**src/rtl/debounce_pkg.sv**
```systemverilog
// Shared types and sizing helpers for the switch debouncer.
package debounce_pkg;

  typedef enum logic [1:0] {S_LOW, S_RISE, S_HIGH, S_FALL} db_state_t;

  // Counter width able to hold 0..n-1; never narrower than one bit.
  function automatic int unsigned cnt_width(input int unsigned n);
    return (n > 1) ? $clog2(n) : 1;
  endfunction

endpackage

```
**src/rtl/debounce_channel.sv**
```systemverilog
// One switch channel: synchroniser chain, stability-counting FSM and
// registered clean level with single-cycle edge pulses.
module debounce_channel
  import debounce_pkg::*;
#(
  parameter int unsigned SYNC_STAGES   = 2,
  parameter int unsigned STABLE_CYCLES = 1_000_000
) (
  input  logic clk,
  input  logic rst_n,
  input  logic i_raw,
  input  logic i_pulse_en,
  output logic o_clean,
  output logic o_rise,
  output logic o_fall
);

  localparam int unsigned      CNT_W    = cnt_width(STABLE_CYCLES);
  localparam logic [CNT_W-1:0] CNT_LAST = CNT_W'(STABLE_CYCLES - 1);

  logic [SYNC_STAGES-1:0] r_sync;
  logic                   w_s;
  db_state_t              r_state;
  logic [CNT_W-1:0]       r_cnt;
  logic                   r_clean;
  logic                   r_rise;
  logic                   r_fall;

  assign w_s     = r_sync[SYNC_STAGES-1];
  assign o_clean = r_clean;
  assign o_rise  = r_rise;
  assign o_fall  = r_fall;

  // Raw input goes straight into the first flop, no logic ahead of it.
  always_ff @(posedge clk or negedge rst_n) begin
    if (!rst_n) begin
      r_sync <= '0;
    end else begin
      r_sync <= {r_sync[SYNC_STAGES-2:0], i_raw};
    end
  end

  always_ff @(posedge clk or negedge rst_n) begin
    if (!rst_n) begin
      r_state <= S_LOW;
      r_cnt   <= '0;
      r_clean <= 1'b0;
      r_rise  <= 1'b0;
      r_fall  <= 1'b0;
    end else begin
      r_rise <= 1'b0;
      r_fall <= 1'b0;
      case (r_state)
        S_LOW: begin
          if (w_s) begin
            r_state <= S_RISE;
            r_cnt   <= '0;
          end
        end
        S_RISE: begin
          if (!w_s) begin
            r_state <= S_LOW;
            r_cnt   <= '0;
          end else if (r_cnt == CNT_LAST) begin
            r_state <= S_HIGH;
            r_cnt   <= '0;
            r_clean <= 1'b1;
            r_rise  <= i_pulse_en;
          end else begin
            r_cnt <= r_cnt + CNT_W'(1);
          end
        end
        S_HIGH: begin
          if (!w_s) begin
            r_state <= S_FALL;
            r_cnt   <= '0;
          end
        end
        S_FALL: begin
          if (w_s) begin
            r_state <= S_HIGH;
            r_cnt   <= '0;
          end else if (r_cnt == CNT_LAST) begin
            r_state <= S_LOW;
            r_cnt   <= '0;
            r_clean <= 1'b0;
            r_fall  <= i_pulse_en;
          end else begin
            r_cnt <= r_cnt + CNT_W'(1);
          end
        end
        default: begin
          r_state <= S_LOW;
          r_cnt   <= '0;
        end
      endcase
    end
  end

endmodule

```
**src/rtl/switch_debouncer.sv**
```systemverilog
// Debounces N_CH slide switches; holds the startup settle counter that
// suppresses edge pulses until the inputs have had time to qualify.
module switch_debouncer
  import debounce_pkg::*;
#(
  parameter int unsigned N_CH          = 3,
  parameter int unsigned SYNC_STAGES   = 2,
  parameter int unsigned STABLE_CYCLES = 1_000_000
) (
  input  logic            clk,
  input  logic            rst_n,
  input  logic [N_CH-1:0] sw_raw,
  output logic [N_CH-1:0] sw_clean,
  output logic [N_CH-1:0] sw_rise,
  output logic [N_CH-1:0] sw_fall,
  output logic            sw_valid
);

  localparam int unsigned     SETTLE  = STABLE_CYCLES + SYNC_STAGES;
  localparam int unsigned     ST_W    = cnt_width(SETTLE + 1);
  localparam logic [ST_W-1:0] ST_LAST = ST_W'(SETTLE);

  if (STABLE_CYCLES < 2 || SYNC_STAGES < 2) begin : g_bad_param
    $error("switch_debouncer: STABLE_CYCLES and SYNC_STAGES must both be >= 2");
  end

  logic [ST_W-1:0] r_settle_cnt;
  logic            r_valid;

  assign sw_valid = r_valid;

  // Pulses are gated by the pre-edge valid, so an edge qualifying on the
  // same cycle valid rises is still treated as a power-up level.
  always_ff @(posedge clk or negedge rst_n) begin
    if (!rst_n) begin
      r_settle_cnt <= '0;
      r_valid      <= 1'b0;
    end else if (!r_valid) begin
      if (r_settle_cnt == ST_LAST) begin
        r_valid <= 1'b1;
      end else begin
        r_settle_cnt <= r_settle_cnt + ST_W'(1);
      end
    end
  end

  for (genvar g = 0; g < N_CH; g++) begin : g_ch
    debounce_channel #(
      .SYNC_STAGES  (SYNC_STAGES),
      .STABLE_CYCLES(STABLE_CYCLES)
    ) u_channel (
      .clk       (clk),
      .rst_n     (rst_n),
      .i_raw     (sw_raw[g]),
      .i_pulse_en(r_valid),
      .o_clean   (sw_clean[g]),
      .o_rise    (sw_rise[g]),
      .o_fall    (sw_fall[g])
    );
  end

endmodule

```
**config.mk**
```make
export PLATFORM = sky130hd
export DESIGN_NAME = switch_debouncer
export DESIGN_NICKNAME = d
export VERILOG_FILES = /design/src/rtl/debounce_pkg.sv /design/src/rtl/debounce_channel.sv /design/src/rtl/switch_debouncer.sv
export SDC_FILE = /design/constraint.sdc
export NUM_CORES = 1
export LEC_CHECK = 0
export CAP_MARGIN = 30
export CORE_MARGIN = 10
export CORE_UTILIZATION = 64
export CTS_BUF_LIST = sky130_fd_sc_hd__clkbuf_16
export CTS_CLUSTER_SIZE = 25
export DETAILED_ROUTE_END_ITERATION = 6
export DONT_BUFFER_PORTS = 1
export PLACE_DENSITY = 0.8
export REMOVE_ABC_BUFFERS = 1
export SLEW_MARGIN = 20
export SYNTH_ARGS = -nofsm -noshare
export SYNTH_HDL_FRONTEND = slang
export SYNTH_SLANG_ARGS = --single-unit
```
**constraint.sdc**
```tcl
create_clock -name clk -period 2.05 [get_ports clk]
set_input_delay 0.41 -clock clk [delete_from_list [all_inputs] [get_ports clk]]
set_output_delay 0.41 -clock clk [all_outputs]
set_load 0.01 [all_outputs]
```
Word-level counts from Yosys, hierarchy flattened
Cells that the tools add are included.
{ "op_classes": {"n_mux": 71, "n_bitwise": 2, "addsub": 4, "n_eq_ne": 37, "n_reduce_logical": 16} }
{ "op_table": {"columns": ["op", "count"], "rows": [
  ["two-way mux 20 bit", 15],
  ["one-hot mux 20 bit (4 select lines)", 3],
  ["adder 20 x 1 -> 20 bit (second input constant)", 4],
  ["== test 20 bit (second input constant)", 4],
  ["two-way mux 2 bit", 18],
  ["two-way mux 1 bit", 29],
  ["!= test 2 x 1 -> 1 bit (second input constant)", 12],
  ["one-hot mux 2 bit (4 select lines)", 3],
  ["AND reduction 5 bit", 3],
  ["== test 2 bit (second input constant)", 6],
  ["!= test 2 bit (second input constant)", 6],
  ["AND reduction 4 bit", 3],
  ["!= test 3 x 1 -> 1 bit (second input constant)", 3],
  ["!= test 3 bit (second input constant)", 3],
  ["AND reduction 2 bit", 4],
  ["== test 2 x 1 -> 1 bit (second input constant)", 3],
  ["zero test 2 bit", 3],
  ["one-hot mux 1 bit (2 select lines)", 3],
  ["nonzero test 2 bit", 3],
  ["inverter 1 bit", 2]
]} }
{ "word_totals": {"register_bits": 102, "output_inout_bits": 10, "elab_cells": 150, "in_bits": 5} }

Depth between registers and ports, before layout
Gate-level depths: netlist (run 1).
{ "depth": {"word_depth": 4, "depth_mapped": 8} }

Cells and area by module
From an unflattened synthesis (run 1), not the netlist that was laid out.
{ "unflattened": {"hier_cells": 557, "hier_area_um2": 5333.9} }
{ "modules_own_cells": {"columns": ["module", "instances", "cells_each", "area_per_inst_um2", "seq_area_each_um2"], "rows": [
  ["debounce_channel (g_ch[1].u_channel ...)", 2, 154, 1426.4, 675.6],
  ["debounce_channel (g_ch[0].u_channel)", 1, 149, 1391.3, 675.6],
  ["switch_debouncer", 1, 100, 1089.8, 525.5]
]} }

Least setup slack after synthesis (run 1)
Ideal clock, no wire load.
{ "synth_timing": {"path_kind": "register -> register", "start": "reg g_ch[0].u_channel.r_cnt[6]", "end": "reg g_ch[0].u_channel.r_cnt[11]", "n_path_buf": 1, "setup_time_ps": 121, "setup_slack_ps": 163, "path_stages_with_launch": 7, "period_less_slack_ps": 1887, "arrival_time_ps": 1766, "cell_sequence": "dfrtp_1 -> or4b_4 -> nor4_4 -> a21oi_2 -> buf_6 -> a21o_1 -> a22o_1"} }
{ "synth_via": {"elab_chain_len": 4} }
{ "synth_lines": {"columns": ["element", "line", "source"], "rows": [
  ["start: declaration", "debounce_channel.sv:24", "logic [CNT_W-1:0] r_cnt;"],
  ["start signal: assignment", "debounce_channel.sv:70", "r_cnt <= r_cnt + CNT_W'(1);"],
  ["start signal: assignment", "debounce_channel.sv:89", "r_cnt <= r_cnt + CNT_W'(1);"],
  ["adder 20 x 1 -> 20 bit or == test 20 bit (tied branches)", null, null],
  ["two-way mux 20 bit *", "debounce_channel.sv:64, debounce_channel.sv:83", null],
  ["two-way mux 20 bit (on tied branches)", "debounce_channel.sv:80, debounce_channel.sv:61", null],
  ["one-hot mux 20 bit (4 select lines) *", "debounce_channel.sv:53", "case (r_state)"]
]} }
Mark *: on every way between the ends. The rest lies on a longest branch, timed or not.
A chain may end at the register's enable or synchronous reset.

Worst setup path in the final report (run 1)
{ "layout_timing": {"start": "reg g_ch[1].u_channel.r_cnt[13]", "end": "reg g_ch[1].u_channel.r_cnt[12]"} }
{ "layout_via": {"elab_chain_len": 4} }
{ "layout_lines": {"columns": ["element", "line"], "rows": [
  ["start: declaration", "debounce_channel.sv:24"],
  ["start signal: assignment", "debounce_channel.sv:70"],
  ["start signal: assignment", "debounce_channel.sv:89"],
  ["== test 20 bit *", "debounce_channel.sv:64, debounce_channel.sv:83"],
  ["two-way mux 20 bit *", "debounce_channel.sv:64, debounce_channel.sv:83"],
  ["two-way mux 20 bit (on tied branches)", "debounce_channel.sv:80, debounce_channel.sv:61"],
  ["one-hot mux 20 bit (4 select lines) *", "debounce_channel.sv:53"]
]} }
Marks and branches as above.

==> flow_summary_export.csv, run 1 <==
group,metric,value,unit
status,run_status,"finished, violations left",
status,failed_checks,"negative hold slack, negative setup slack",
min_path,worst_hold_path_type,"input pin to asynchronous set/reset pin",
clock_tree,cts_sinks,102,
pwr,ir_worst_vdd,521,uV
pwr,power.density_cell_area,643,nW/um^2
timing,final_worst_path_cycle_share,101,%
timing,timing.slew.headroom,48.1,%
clock_tree,clk_latency,350,ps
timing,finalSetupViolations,2,
synthesis,yosys.area_share.adder,1.21,%
routing,drt-vias-per-instance,6.23,
place,placed_cell_area,5600,sq um
worst_setup_path,worst-endpoint-arrival,2290,ps
timing,finClkSkew,6.78,ps
layout,insertedDiodeCount,0,
global_routing,largest_net_degree_at_the_start_of_global_routing,103,
worst_setup_path,critical_path.startpoint_type,"flip-flop",
synthesis,synth_seq_cells,102,
worst_setup_path,critPathCaptureType,"flip-flop",
die,fp.dieArea,12100,sq um
clock_tree,ctsLongestPathBuffers,2,
clock_tree,h-tree-depth,3,
clock_tree,clk_pin_slew_worst_setup_hold_paths,70,ps
layout,postLayoutCellArea,6010,sq um
synthesis,combinational_family_with_the_most_area_after_synthesis,"simple AND/OR/NAND/NOR gates",
global_routing,grt_first_pass_wirelength,19.9,mm
pwr,total_power,3.86,mW
synthesis,yosysTopAreaCell,"dfrtp_1",
routing,detail_route.first_pass.iterations,5,
synthesis,syn-cell-area,5180,sq um
timing,final_hold_violations,102,
clock_tree,cts_root_buffer,"clkbuf_16",
timing,layout_setup_ws,-29.3,ps
timing,hold-worst-slack,-245,ps
synthesis,netlist-cell-type-count,51,
synthesis,synth_sequential_area_ratio,49.3,%
synthesis,top_cells_by_area_synth,"dfrtp_1, nand2_1, xnor2_1, nand3_1, a31oi_1",
place,place_congestion,0.908,
layout,areaGrowthSynthToFinish,16.1,%
die,floorplan.die.width,110,um
pwr,power.leakage,2.71,nW
timing,fmax,0.481,GHz
global_routing,track_usage,20.5,%
synthesis,post_synth_and_or_nand_nor_area_fraction,24.7,%
synthesis,synth_xor_area_share,6.09,%
worst_setup_path,worstPathMaxFanout,8,
die,num_rows,32,
worst_setup_path,required_time_at_the_worst_slack_endpoint,2260,ps
synthesis,yosys_most_used_dff,"dfrtp_1",
synthesis,synth_async_sr_flop_share,100,%
layout,drive_above_1_share,19.1,%
routing,remaining_routing_drc_violations,0,
synthesis,synth_top_area_share,49.3,%
synthesis,yosys_warnings,0,
clock_tree,cts_tree,"built",
timing,max_slew.worst_pin.slew,776,ps
timing,maxSlewViolCount,0,
synthesis,muxShareOfSynthArea,1.45,%
synthesis,edff_count_synth,0,
die,initial_utilization,66.3,%
global_routing,first_global_vias,4232,
routing,via_count,4248,
routing,antenna_left,0,
global_routing,global_route.overflow_total,0,
die,core_region_area,7810,sq um
place,dp_hpwl,7.80,mm
worst_setup_path,criticalPathCategory,"flip-flop to flip-flop",
timing,final_worst_path_period_need,2080,ps
routing,routed_wirelength,11.7,mm
die,boundaryPins,15,
place,pre_cts_ws,-24.1,ps
layout,post-route-util,77.0,%
synthesis,synth-compound-area-share,13.8,%
global_routing,grt_antenna_before_repair,0,
synthesis,avgSynthCellArea,9.92,sq um
clock_tree,cts_buffers,9,
layout,design.final.nets,586,
routing,avgRoutedWirePerCell,17.2,um
routing,detail_route.iter0.violations,403,
timing,setup_repair_after_global_routing_missed_its_margin,"yes",
synthesis,netlist_instances,522,
run,cap_violations,0,
place,numPortBuffers,0,
die,floorplan.die.height,110,um
## kinds of logic after synthesis
| family | Yosys count |
|---|---|
| AO/OA/AOI/OAI | 112 |
| AND/OR/NAND/NOR | 227 |
| buffers and inverters | 33 |
| multiplexers | 7 |
| flip-flops | 102 |
| adder cells (fa/ha/maj) | 5 |
| XOR/XNOR | 36 |
## synth_stat cells (3+ instances only)
library cell	n
a21o_1	11
a21oi_1	28
a22o_1	11
a31oi_1	28
a41oi_1	4
and2_1	3
and3_1	14
and4_1	5
and4b_1	4
buf_2	6
buf_4	9
clkbuf_1	4
dfrtp_1	102
ha_1	5
inv_1	12
mux2_2	4
mux2i_1	3
nand2_1	53
nand2b_1	7
nand3_1	36
nand4_1	16
nor2_1	41
nor3_1	12
nor4_1	5
o21ai_0	22
or2_2	4
or3_1	4
or4_1	4
xnor2_1	22
xor2_1	14
## repair_timing
item | CTS | global route
resized for setup | 2 | 17
pin swaps | 0 | 6
hold endpoints to repair | 102 | 102
gates cloned | 0 | 2
setup buffers | 0 | 5
setup endpoints to repair | 10 | 32
## flip-flops by register name (all words and copies together), names as in the netlist, named ones only
signal                  count
g_ch.u_channel.o_clean      3
g_ch.u_channel.o_fall       3
g_ch.u_channel.o_rise       3
g_ch.u_channel.r_cnt       60
g_ch.u_channel.r_state      3
g_ch.u_channel.r_sync       6
r_settle_cnt               20
sw_valid                    1
## cells in the final DEF (no fill, tap or decap), types with 4 or more instances in the layout
cell	count
xnor2_1	22
mux2_2	4
and4_1	5
a31oi_1	28
xor2_1	14
nand4_1	16
buf_6	4
or2_2	4
inv_1	12
nand3_1	36
ha_1	5
a21o_1	11
nor4_1	5
buf_4	58
nor3_1	10
nor2_1	40
and4b_1	4
a22o_1	11
dfrtp_1	102
or3_1	4
o21ai_0	22
nand2b_1	7
a21oi_1	25
clkbuf_16	9
and3_1	12
a21oi_2	4
nand2_1	53
## critical path, stage by stage, from the launching register on
cell     delay (ps)
dfrtp_1         390
or4b_4          570
nor4b_4         260
buf_4           180
a21oi_4          80
buf_4           190
o21ai_0         110
a31oi_1         150
## power by group
group / leakage [nW] / switching [mW] / internal, mW
sequential: 1.39 / 0.0291 / 2.04
clock: 0.123 / 0.763 / 0.825
combinational: 1.20 / 0.112 / 0.0917
total: 2.71 / 0.903 / 2.96
## per-layer routing
layer / GRT usage [%] / share of wire [%]
met1: 25.2 / 44
met2: 34.6 / 49
met3: 4.62 / 5.0
met4: 7.43 / 1.9
met5: 0 / 0
## worst paths after layout
check | start | slack, ps | cells after the start | to
min reg2reg | g_ch[1].u_channel.r_sync[0] | 360 | 0 | g_ch[1].u_channel.r_sync[1]
min | rst_n | -240 | 0 | asynchronous set/reset pin
max reg2reg | g_ch[1].u_channel.r_cnt[13] | -30 | 7 | g_ch[1].u_channel.r_cnt[12]
min in group clk | sw_raw[0] | 90 | 0 | g_ch[0].u_channel.r_sync[0]
max in group asynchronous | rst_n | 2180 | 0 | g_ch[0].u_channel.o_clean
max | g_ch[1].u_channel.r_cnt[13] | -30 | 7 | g_ch[1].u_channel.r_cnt[12]
## layout make-up
| cell class | instances | area (sq um) |
|---|---|---|
| clock inverter | 6 | 46.3 |
| inverter | 12 | 45.0 |
| clock buffer | 9 | 225 |
| multi-input combinational | 388 | 2530 |
| fill | 491 | 1800 |
| timing repair buffer | 63 | 485 |
| sequential | 102 | 2550 |
| tap | 102 | 128 |
## per-stage QoR
| stage | TNS (ps) | cells |
|---|---|---|
| 2_1_floorplan | -672 | 501 |
| 3_3_place_gp | 0 | 660 |
| 3_5_place_dp | -41.5 | 660 |
| 4_1_cts | -19.1 | 675 |
| 5_1_grt | -278 | 682 |
| 6_report | -38.9 | 682 |
Note: power is estimated with default switching activity, not from simulation.
==> inputs of run 2 (changes only) <==
--- a/config.mk
+++ b/config.mk
@@ -14,6 +14,7 @@
 export DONT_BUFFER_PORTS = 1
 export PLACE_DENSITY = 0.8
 export REMOVE_ABC_BUFFERS = 1
+export SETUP_SLACK_MARGIN = 0.3
 export SLEW_MARGIN = 20
 export SYNTH_ARGS = -nofsm -noshare
 export SYNTH_HDL_FRONTEND = slang
==> flow_summary_export.csv, run 2 (synthesis results as in run 1) <==
group,metric,value,unit
timing,final_worst_path_period_need,2130,ps
die,initial_utilization,66.3,%
place,post-place-cells,660,
routing,drt-vias-per-instance,7.26,
timing,setup_repair_after_global_routing_missed_its_margin,"yes",
pwr,power.density_cell_area,589,nW/um^2
layout,largestRegisters,"g_ch.u_channel.r_cnt x60, r_settle_cnt x20, g_ch.u_channel.r_sync x6",
worst_setup_path,required_time_at_the_worst_slack_endpoint,2290,ps
pwr,ir_worst_vdd,627,uV
min_path,worst_hold_path_type,"input pin to asynchronous set/reset pin",
global_routing,global_route.overflow_total,0,
timing,maxSlewViolCount,0,
die,num_rows,32,
pwr,power.leakage,2.98,nW
clock_tree,cts_tree,"built",
layout,top_library_cells_by_usage_in_the_layout_fill_and_taps_aside,"dfrtp_1, buf_4, nand2_1, nand3_1",
layout,layout.cells.non_filler,707,
clock_tree,h-tree-depth,3,
routing,avgRoutedWirePerCell,25.0,um
layout,insertedDiodeCount,0,
status,failed_checks,"negative hold slack, negative setup slack",
global_routing,first_global_vias,4616,
timing,setup_tns,-173,ps
routing,remaining_routing_drc_violations,0,
worst_setup_path,worstPathMaxFanout,7,
worst_setup_path,timing.reg2reg.worst_path_depth,5,
timing,finClkSkew,13.0,ps
routing,detail_route.iter0.violations,758,
timing,final_worst_path_cycle_share,104,%
worst_setup_path,critical_path.startpoint_type,"flip-flop",
global_routing,largest_net_degree_at_the_start_of_global_routing,103,
routing,routed_wirelength,17.7,mm
timing,fmax,0.470,GHz
layout,design.final.nets,611,
place,dp_hpwl,7.80,mm
place,numPortBuffers,0,
clock_tree,clk_latency,350,ps
clock_tree,clk_pin_slew_worst_setup_hold_paths,80,ps
worst_setup_path,criticalPathCategory,"flip-flop to flip-flop",
die,core_region_area,7810,sq um
clock_tree,cts_root_buffer,"clkbuf_16",
layout,max_reg_flops,60,
global_routing,track_usage,23.9,%
worst_setup_path,worst-endpoint-arrival,2370,ps
die,floorplan.die.width,110,um
worst_setup_path,critPathCaptureType,"flip-flop",
routing,via_count,5132,
die,fp.dieArea,12100,sq um
timing,layout_setup_ws,-79.1,ps
worst_setup_path,r2r_setup_slack,-80,ps
timing,final_hold_violations,102,
clock_tree,ctsLongestPathBuffers,2,
timing,timing.slew.headroom,54.8,%
global_routing,grt_first_pass_wirelength,22.9,mm
layout,drive_above_1_share,35.9,%
place,place_congestion,0.908,
layout,post-route-util,87.9,%
worst_setup_path,timing.rr.start,"g_ch[2].u_channel.r_cnt[3]",
timing,hold-worst-slack,-258,ps
status,run_status,"finished, violations left",
timing,max_slew.worst_pin.slew,677,ps
timing,finalSetupViolations,5,
global_routing,grt_antenna_before_repair,0,
layout,areaGrowthSynthToFinish,32.6,%
worst_setup_path,critical_path.reg2reg.endpoint,"g_ch[2].u_channel.r_cnt[8]",
pwr,total_power,4.04,mW
place,pre_cts_ws,-24.1,ps
run,cap_violations,0,
layout,regMostFlops,"g_ch.u_channel.r_cnt",
die,floorplan.die.height,110,um
clock_tree,cts_sinks,102,
die,boundaryPins,15,
routing,antenna_left,0,
routing,detail_route.first_pass.iterations,5,
clock_tree,cts_buffers,9,
layout,layout.cells.most_common,"dfrtp_1",
-- run 2: cell count changes in the layout (fill, tap and decap cells not counted), sizes merged --
cell   delta
buf      +23
a21oi     +2
-- run 2: metal layers --
layer / GRT usage [%] / vias to the layer above / share of wire [%]
met5: 0 / - / 0
li1: - / 2072 / -
met1: 29.0 / 2464 / 36
met4: 10.1 / 0 / 6.1
met2: 39.8 / 461 / 48
met3: 5.68 / 135 / 9.9
-- run 2: how the worst max path moves through the flow --
stage,from,to,slack (ps),cells after the start
after floorplan,g_ch[2].u_channel.r_cnt[8],g_ch[2].u_channel.r_cnt[10],-60,5
after global placement,g_ch[0].u_channel.r_cnt[8],g_ch[0].u_channel.r_cnt[3],30,6
after detailed placement,g_ch[0].u_channel.r_cnt[8],g_ch[0].u_channel.r_cnt[3],-20,6
after CTS,g_ch[1].u_channel.r_cnt[15],g_ch[1].u_channel.r_cnt[19],8,6
after global routing,g_ch[2].u_channel.r_cnt[3],g_ch[2].u_channel.r_cnt[8],-120,5
final,g_ch[2].u_channel.r_cnt[3],g_ch[2].u_channel.r_cnt[8],-80,5
-- run 2: layout make-up --
type	instances	area, sq um
multi-input combinational	390	3110
sequential	102	2560
fill	294	946
timing repair buffer	86	749
clock buffer	9	225
tap	102	128
clock inverter	6	46.3
inverter	12	45.0
-- run 2: critical path, stage by stage, from the launching register on --
cell and delay, ps:
dfrtp_1 480, and3_1 310, nand3_1 360, or3_1 540, xor2_1 260, nor2_4 60
-- run 2: through the flow --
step                      hold WS, ps  area [sq um]
final                            -258          6860
after floorplan                   114          5040
after global routing             -263          6860
after detailed placement          118          5600
after global placement            118          5600
after CTS                        -250          6240
-- run 2: repair_timing --
| item | CTS | global route |
|---|---|---|
| resized for setup | 54 | 121 |
| gates cloned | 4 | 1 |
| pin swaps | 32 | 47 |
| buffers inserted | 16 | 11 |
| setup endpoints to repair | 71 | 86 |
| hold endpoints to repair | 102 | 102 |
-- run 2: power by group --
part	switching (mW)	leakage, nW	internal (mW)
sequential	0.0407	1.38	2.04
clock	0.827	0.123	0.828
combinational	0.162	1.48	0.140
